File: src/rtl/spi_flash_word_reader.sv
// SPI mode-0 flash read engine: fetches 32-bit words with command 0x03 and
// keeps chip select low between sequential addresses so reads can stream.
module spi_flash_word_reader #(
    parameter int CLK_DIV  = 2,
    parameter int CS_HIGH  = 4,
    parameter int HOLD_MAX = 16
) (
    input  logic        clock,
    input  logic        resetb,
    input  logic        req_valid,
    output logic        req_ready,
    input  logic [23:0] req_addr,
    output logic        rsp_valid,
    input  logic        rsp_ready,
    output logic [31:0] rsp_data,
    output logic        flash_csb,
    output logic        flash_clk,
    output logic        flash_io0,
    output logic        flash_io0_oeb,
    input  logic        flash_io1,
    output logic        busy
);

    typedef enum logic [2:0] {IDLE, CMD, ADDR, DATA, RESP, HOLD, DESEL} state_t;

    localparam logic [15:0] DIV_LAST  = 16'(CLK_DIV - 1);
    localparam logic [15:0] CS_W      = 16'(CS_HIGH);
    localparam logic [15:0] HOLD_LAST = 16'(HOLD_MAX - 1);

    state_t      state_reg;
    logic [15:0] div_cnt_reg;
    logic [4:0]  bit_cnt_reg;
    logic        start_reg;
    logic        sck_reg;
    logic        csb_reg;
    logic        io0_reg;
    logic        ready_reg;
    logic        rsp_valid_reg;
    logic [31:0] rsp_data_reg;
    logic [31:0] tx_reg;
    logic [31:0] rx_reg;
    logic [23:0] addr_reg;
    logic [15:0] hold_cnt_reg;
    logic [15:0] cs_cnt_reg;
    logic        busy_reg;

    logic [23:0] addr_in;
    logic [23:0] next_addr;
    logic        seq_hit;
    logic        hold_last;
    logic        accept;
    logic        phase_end;
    logic [4:0]  last_idx;
    logic        bit_last;
    logic [31:0] rx_swapped;

    assign addr_in   = req_addr & 24'hFFFFFC;
    assign next_addr = addr_reg + 24'd4;
    assign seq_hit   = (addr_in == next_addr);
    assign hold_last = (hold_cnt_reg == HOLD_LAST);
    assign phase_end = (div_cnt_reg == DIV_LAST);
    assign bit_last  = (bit_cnt_reg == last_idx);

    // In HOLD only a sequential address may handshake, and never on the
    // timeout cycle, so a refused request is never seen as accepted.
    assign req_ready = ready_reg & ((state_reg != HOLD) | (seq_hit & ~hold_last));
    assign accept    = req_valid & req_ready;

    always_comb begin
        last_idx = 5'd31;
        case (state_reg)
            CMD:     last_idx = 5'd7;
            ADDR:    last_idx = 5'd23;
            default: last_idx = 5'd31;
        endcase
    end

    // The first byte received sits in rx_reg[31:24]; it belongs in the low lane.
    genvar gi;
    generate
        for (gi = 0; gi < 4; gi++) begin : g_swap
            assign rx_swapped[gi*8 +: 8] = rx_reg[(3-gi)*8 +: 8];
        end
    endgenerate

    always_ff @(posedge clock) begin
        if (!resetb) begin
            state_reg     <= IDLE;
            bit_cnt_reg   <= 5'd0;
            start_reg     <= 1'b0;
            csb_reg       <= 1'b1;
            io0_reg       <= 1'b0;
            ready_reg     <= 1'b0;
            rsp_valid_reg <= 1'b0;
            rsp_data_reg  <= 32'd0;
            tx_reg        <= 32'd0;
            rx_reg        <= 32'd0;
            addr_reg      <= 24'd0;
            hold_cnt_reg  <= 16'd0;
            cs_cnt_reg    <= CS_W;
            busy_reg      <= 1'b0;
            // A high SCK phase in progress runs to full length before dropping.
            if (sck_reg && !phase_end) begin
                div_cnt_reg <= div_cnt_reg + 16'd1;
            end else begin
                sck_reg     <= 1'b0;
                div_cnt_reg <= 16'd0;
            end
        end else begin
            case (state_reg)
                IDLE: begin
                    if (accept) begin
                        state_reg   <= CMD;
                        ready_reg   <= 1'b0;
                        busy_reg    <= 1'b1;
                        start_reg   <= 1'b1;
                        addr_reg    <= addr_in;
                        tx_reg      <= {8'h03, addr_in};
                        bit_cnt_reg <= 5'd0;
                        div_cnt_reg <= 16'd0;
                        sck_reg     <= 1'b0;
                    end else begin
                        ready_reg <= 1'b1;
                    end
                end
                CMD, ADDR, DATA: begin
                    if (start_reg) begin
                        start_reg   <= 1'b0;
                        csb_reg     <= 1'b0;
                        io0_reg     <= tx_reg[31];
                        div_cnt_reg <= 16'd0;
                    end else if (!phase_end) begin
                        div_cnt_reg <= div_cnt_reg + 16'd1;
                    end else begin
                        div_cnt_reg <= 16'd0;
                        if (!sck_reg) begin
                            sck_reg <= 1'b1;
                            if (state_reg == DATA)
                                rx_reg <= {rx_reg[30:0], flash_io1};
                        end else begin
                            sck_reg <= 1'b0;
                            // Outgoing bits advance only on the falling edge.
                            if (state_reg == DATA || (state_reg == ADDR && bit_last)) begin
                                io0_reg <= 1'b0;
                            end else begin
                                io0_reg <= tx_reg[30];
                                tx_reg  <= {tx_reg[30:0], 1'b0};
                            end
                            if (bit_last) begin
                                bit_cnt_reg <= 5'd0;
                                case (state_reg)
                                    CMD:  state_reg <= ADDR;
                                    ADDR: state_reg <= DATA;
                                    default: begin
                                        state_reg     <= RESP;
                                        rsp_valid_reg <= 1'b1;
                                        rsp_data_reg  <= rx_swapped;
                                    end
                                endcase
                            end else begin
                                bit_cnt_reg <= bit_cnt_reg + 5'd1;
                            end
                        end
                    end
                end
                RESP: begin
                    if (rsp_ready) begin
                        rsp_valid_reg <= 1'b0;
                        if (HOLD_MAX > 0) begin
                            state_reg    <= HOLD;
                            ready_reg    <= 1'b1;
                            hold_cnt_reg <= 16'd0;
                        end else begin
                            state_reg  <= DESEL;
                            csb_reg    <= 1'b1;
                            cs_cnt_reg <= 16'd0;
                        end
                    end
                end
                HOLD: begin
                    if (accept) begin
                        state_reg   <= DATA;
                        ready_reg   <= 1'b0;
                        addr_reg    <= addr_in;
                        bit_cnt_reg <= 5'd0;
                        div_cnt_reg <= 16'd0;
                        sck_reg     <= 1'b0;
                    end else if (req_valid || hold_last) begin
                        state_reg  <= DESEL;
                        ready_reg  <= 1'b0;
                        csb_reg    <= 1'b1;
                        io0_reg    <= 1'b0;
                        cs_cnt_reg <= 16'd0;
                    end else begin
                        hold_cnt_reg <= hold_cnt_reg + 16'd1;
                    end
                end
                DESEL: begin
                    if (cs_cnt_reg + 16'd1 >= CS_W) begin
                        state_reg  <= IDLE;
                        busy_reg   <= 1'b0;
                        ready_reg  <= 1'b1;
                        cs_cnt_reg <= CS_W;
                    end else begin
                        cs_cnt_reg <= cs_cnt_reg + 16'd1;
                    end
                end
                default: begin
                    state_reg <= IDLE;
                    csb_reg   <= 1'b1;
                    sck_reg   <= 1'b0;
                end
            endcase
        end
    end

    assign rsp_valid     = rsp_valid_reg;
    assign rsp_data      = rsp_data_reg;
    assign flash_csb     = csb_reg;
    assign flash_clk     = sck_reg;
    assign flash_io0     = io0_reg;
    assign flash_io0_oeb = csb_reg;
    assign busy          = busy_reg;

endmodule

File: config.mk
export PLATFORM = sky130hd
export DESIGN_NAME = spi_flash_word_reader
export DESIGN_NICKNAME = d
export VERILOG_FILES = /design/src/rtl/spi_flash_word_reader.sv
export SDC_FILE = /design/constraint.sdc
export NUM_CORES = 1
export LEC_CHECK = 0
export BUFFER_PORTS_ARGS = -buffer_cell sky130_fd_sc_hd__clkbuf_2
export CORE_UTILIZATION = 50
export CTS_CLUSTER_SIZE = 12
export DETAILED_ROUTE_END_ITERATION = 7
export GPL_TIMING_DRIVEN = 0
export PLACE_DENSITY = 0.77
export SYNTH_ARGS = -nofsm -noshare
export SYNTH_HDL_FRONTEND = slang
export SYNTH_SLANG_ARGS = --single-unit
File: constraint.sdc
create_clock -name clock -period 4.3 [get_ports clock]
set_input_delay 0.43 -clock clock [delete_from_list [all_inputs] [get_ports clock]]
set_output_delay 0.43 -clock clock [all_outputs]
set_load 0.01 [all_outputs]
==> parameters.txt <==
Parameter                              Value

Outcome
  Status ... finished clean

Detailed routing
  Post-DR wirelength/cell ... roughly 16 microns
  Total via count after detailed routing ... 8,225
  Iteration count of the initial detailed-routing pass ... 6
  Final wirelength ... approximately 22,000 microns
  ANT nets after route ... 0
  DRT iter0 DRCs ... 660
  Detail-routed via count per cell ... between 5 and 6
  Post-route DRC violation count ... 0

Global route
  Antenna violations before repair ... 0
  Global-route wire length before repair ... about 37,000 microns
  Total grt overflow ... 0
  Via count of the first global-routing pass ... ~7,400
  Total GRT Usage ... about a quarter
  Largest net degree at the start of global routing ... 18

STA
  Maximum clock skew at final layout ... between 0.008 and 0.009 ns
  Post-route clock period utilization ... roughly 94%
  Peak clock frequency supported by timing ... 246 MHz
  Transition at the pin with the smallest max-transition slack ... roughly 1.2 ns
  Total count of max-transition violations in the final report ... 0
  Endpoints failing setup ... 0
  Number of hold violations in the final report ... 0
  Headroom to the max-slew limit ... 17.9%
  Setup TNS Final ... 0 ns
  Setup repair after global routing missed its margin ... no
  Crit path time final ... slightly above 4 ns

Logic synthesis
  Flops & latches, synth ... roughly 180
  Synthesized netlist cell count ... 1,069
  Number of enable-type register cells in the synthesized netlist ... 17
  Async set or reset register ratio after synthesis ... 0%
  Net count of the mapped netlist ... between 1,000 and 1,500
  Top-area cell type share of the netlist area ... roughly 38%
  Cell with the most instances after synthesis ... sky130_fd_sc_hd__nand2_1
  Top flip-flop cell by instance count after synthesis ... sky130_fd_sc_hd__dfxtp_1
  Post-synthesis cell type with the largest combined area ... sky130_fd_sc_hd__dfxtp_1
  Post-Synthesis Cell Area ... around 8600 sq um
  Sequential-to-total area share from yosys stat ... about 44%
  Leading cell types by total area after synthesis ... sky130_fd_sc_hd__dfxtp_1 (38%), sky130_fd_sc_hd__nand2_1 (9.7%), sky130_fd_sc_hd__a21oi_1 (6.8%)
  Number of distinct library cells after synthesis ... 70
  Top cells by count, synth ... sky130_fd_sc_hd__nand2_1 (224), sky130_fd_sc_hd__dfxtp_1 (162), sky130_fd_sc_hd__a21oi_1 (118)
  Yosys synthesis warning count ... 0
  Mean instance size in the synthesized netlist ... 8.07 sq um

Final layout
  Total of fill cells in the finished design ... 1,505
  Share of layout cells above drive strength 1 ... about 11%
  FF+latch area ... around 3800 sq um
  Relative area change from synthesis to final layout ... 14.3%
  Inserted Diodes ... 0
  Fin util ... between 50% and 60%
  Area occupied by multi-input gates ... 4550 sq um
  Filler-free cell count of the finished design ... 1,385
  Number of nets at the end of the flow ... around 1,200

Critical path
  CP max-delay cell ... sky130_fd_sc_hd__o221ai_2
  Req. time, crit path ... 4.36 ns
  Startpoint of the most critical setup path ... addr_reg[2]
  Type of element launching the critical path ... flop
  List of cells traversed by the critical path ... ha_1 > nand3_1 > or3_1 > o41ai_2 > nand4_1 > or4_4 > nor4b_4 > a21oi_1 > o221ai_2
  Largest fanout on the critical path ... 16
  Type of the worst setup path ... reg2reg
  Worst Setup End Kind ... flop
  Peak per-stage delay on the critical path ... between 0.7 and 0.8 ns
  Arrival time at the worst endpoint ... 4.12 ns
  R2r startpoint ... addr_reg[2]

CTS
  CTS Buf Count ... 17
  Num Clock Sinks ... about 180
  Number of buffers on the longest clock path ... 2
  Cell at the root of the clock tree ... sky130_fd_sc_hd__clkbuf_16
  Clk_lat worst skew ... 0.44 ns
  Clock H-tree levels ... 4
  Clock-pin slew on the worst setup and hold paths ... 0.07 ns
  Clock tree from TritonCTS ... done

Placement
  Hpwl dp ... 15,500 microns
  Count of placed standard cells including taps ... 1,353
  Total of buffers placed on input and output ports ... 64
  GPL Wtd Cong ... 0.959

Floorplanning
  Width of the chip ... 133 microns
  Initial Utilization ... roughly 52%
  Top-level I/O count ... 68
  Placeable core area ... around 17,000 sq um
  Die Y ... about 130 microns
  # rows ... 47
  Die ar. ... ~18,000 sq um

Job
  Max cap viols ... 0

Hold path
  HP Start ... flash_io1
  Worst min path class ... in2reg

Power and ir drop
  PwrDens ... about 480 nW/um^2
  Peak supply drop ... 0.000332 V
  Leakage ... between 0.003 and 0.004 uW
timing repair:
action / CTS / global route
hold buffers: 0 / 0
setup endpoints to repair: 0 / 1
resized for setup: 0 / 1
setup buffers: 0 / 1
layout by cell type, fill, tap and decap left out, types with 17 or more instances in the layout:
| master | netlist | routed |
|---|---|---|
| sky130_fd_sc_hd__nand3_1 | 59 | 59 |
| sky130_fd_sc_hd__and3_1 | 20 | 20 |
| sky130_fd_sc_hd__nor4_1 | 24 | 24 |
| sky130_fd_sc_hd__xnor2_1 | 23 | 23 |
| sky130_fd_sc_hd__clkbuf_16 | 0 | 18 |
| sky130_fd_sc_hd__edfxtp_1 | 17 | 17 |
| sky130_fd_sc_hd__a311oi_1 | 24 | 24 |
| sky130_fd_sc_hd__nand2_1 | 224 | 224 |
| sky130_fd_sc_hd__o21ai_0 | 21 | 21 |
| sky130_fd_sc_hd__clkbuf_2 | 0 | 64 |
| sky130_fd_sc_hd__dfxtp_1 | 162 | 162 |
| sky130_fd_sc_hd__o211ai_1 | 27 | 27 |
| sky130_fd_sc_hd__a21oi_1 | 118 | 118 |
| sky130_fd_sc_hd__clkbuf_1 | 62 | 62 |
| sky130_fd_sc_hd__xor2_1 | 19 | 19 |
| sky130_fd_sc_hd__nor2_1 | 80 | 80 |
critical path: cells and delay by family (launching register included):
family | cells | cell delay (ns)
simple gates | 5 | 1.65
compound gates | 3 | 1.31
fa+ha+maj | 1 | 0.27
flops | 1 | 0.46
through the flow:
| stage | cell area, sq um | hold slack (ns) | worst slack [ns] | total power [uW] |
|---|---|---|---|---|
| 2_1_floorplan | 8630 | 0.432 | 0.486 | 2810 |
| 3_3_place_gp | 9220 | 0.441 | -0.187 | 3070 |
| 3_5_place_dp | 9230 | 0.443 | 0.295 | 3100 |
| 4_1_cts | 9850 | 0.215 | 0.166 | 4730 |
| 5_1_grt | 9860 | 0.235 | 0.0719 | 4970 |
| 6_report | 9860 | 0.226 | 0.240 | 4740 |
cell families after synthesis:
logic type,after synthesis,synth area share [%]
muxes,6,0.696
and+or+nand+nor,493,27.3
buffers and inverters,83,3.80
AOI/OAI and AO/OA,260,19.6
xor gates and xnor gates,42,4.26
DFF,179,43.5
adders and majority gates,6,0.870
per-layer routing:
metal	wire, microns	GRT usage (%)	share of wire, %
met1	10300	35.7	47
met2	9750	38.5	44
met3	1720	5.97	7.8
met4	291	7.32	1.3
met5	0	0	0
final cells by class:
class	count	share of cell area, %
flip-flops and latches	179	38.1
inverters	13	0.495
repair buffers	65	3.33
well taps	220	2.79
multi-input cells	807	46.2
plain buffers	70	2.86
clock inverters	12	1.56
clock buffers	19	4.71
worst paths after layout:
path                     to  slack (ns)  cells past startpoint
max          div_cnt_reg[7]        0.24                      9
min               rx_reg[0]        0.23                      3
max reg2reg  div_cnt_reg[7]        0.24                      9
min reg2reg    rsp_data[23]        0.45                      2
power breakdown:
part | internal (uW) | total [uW] | leakage [uW] | switching (uW)
Sequential | 1900 | 2080 | 0.00149 | 180
Clock | 926 | 1640 | 0.000304 | 718
Combinational | 347 | 1020 | 0.00167 | 669
Total | 3170 | 4740 | 0.00347 | 1570
Note: power is estimated with default switching activity, not from simulation.
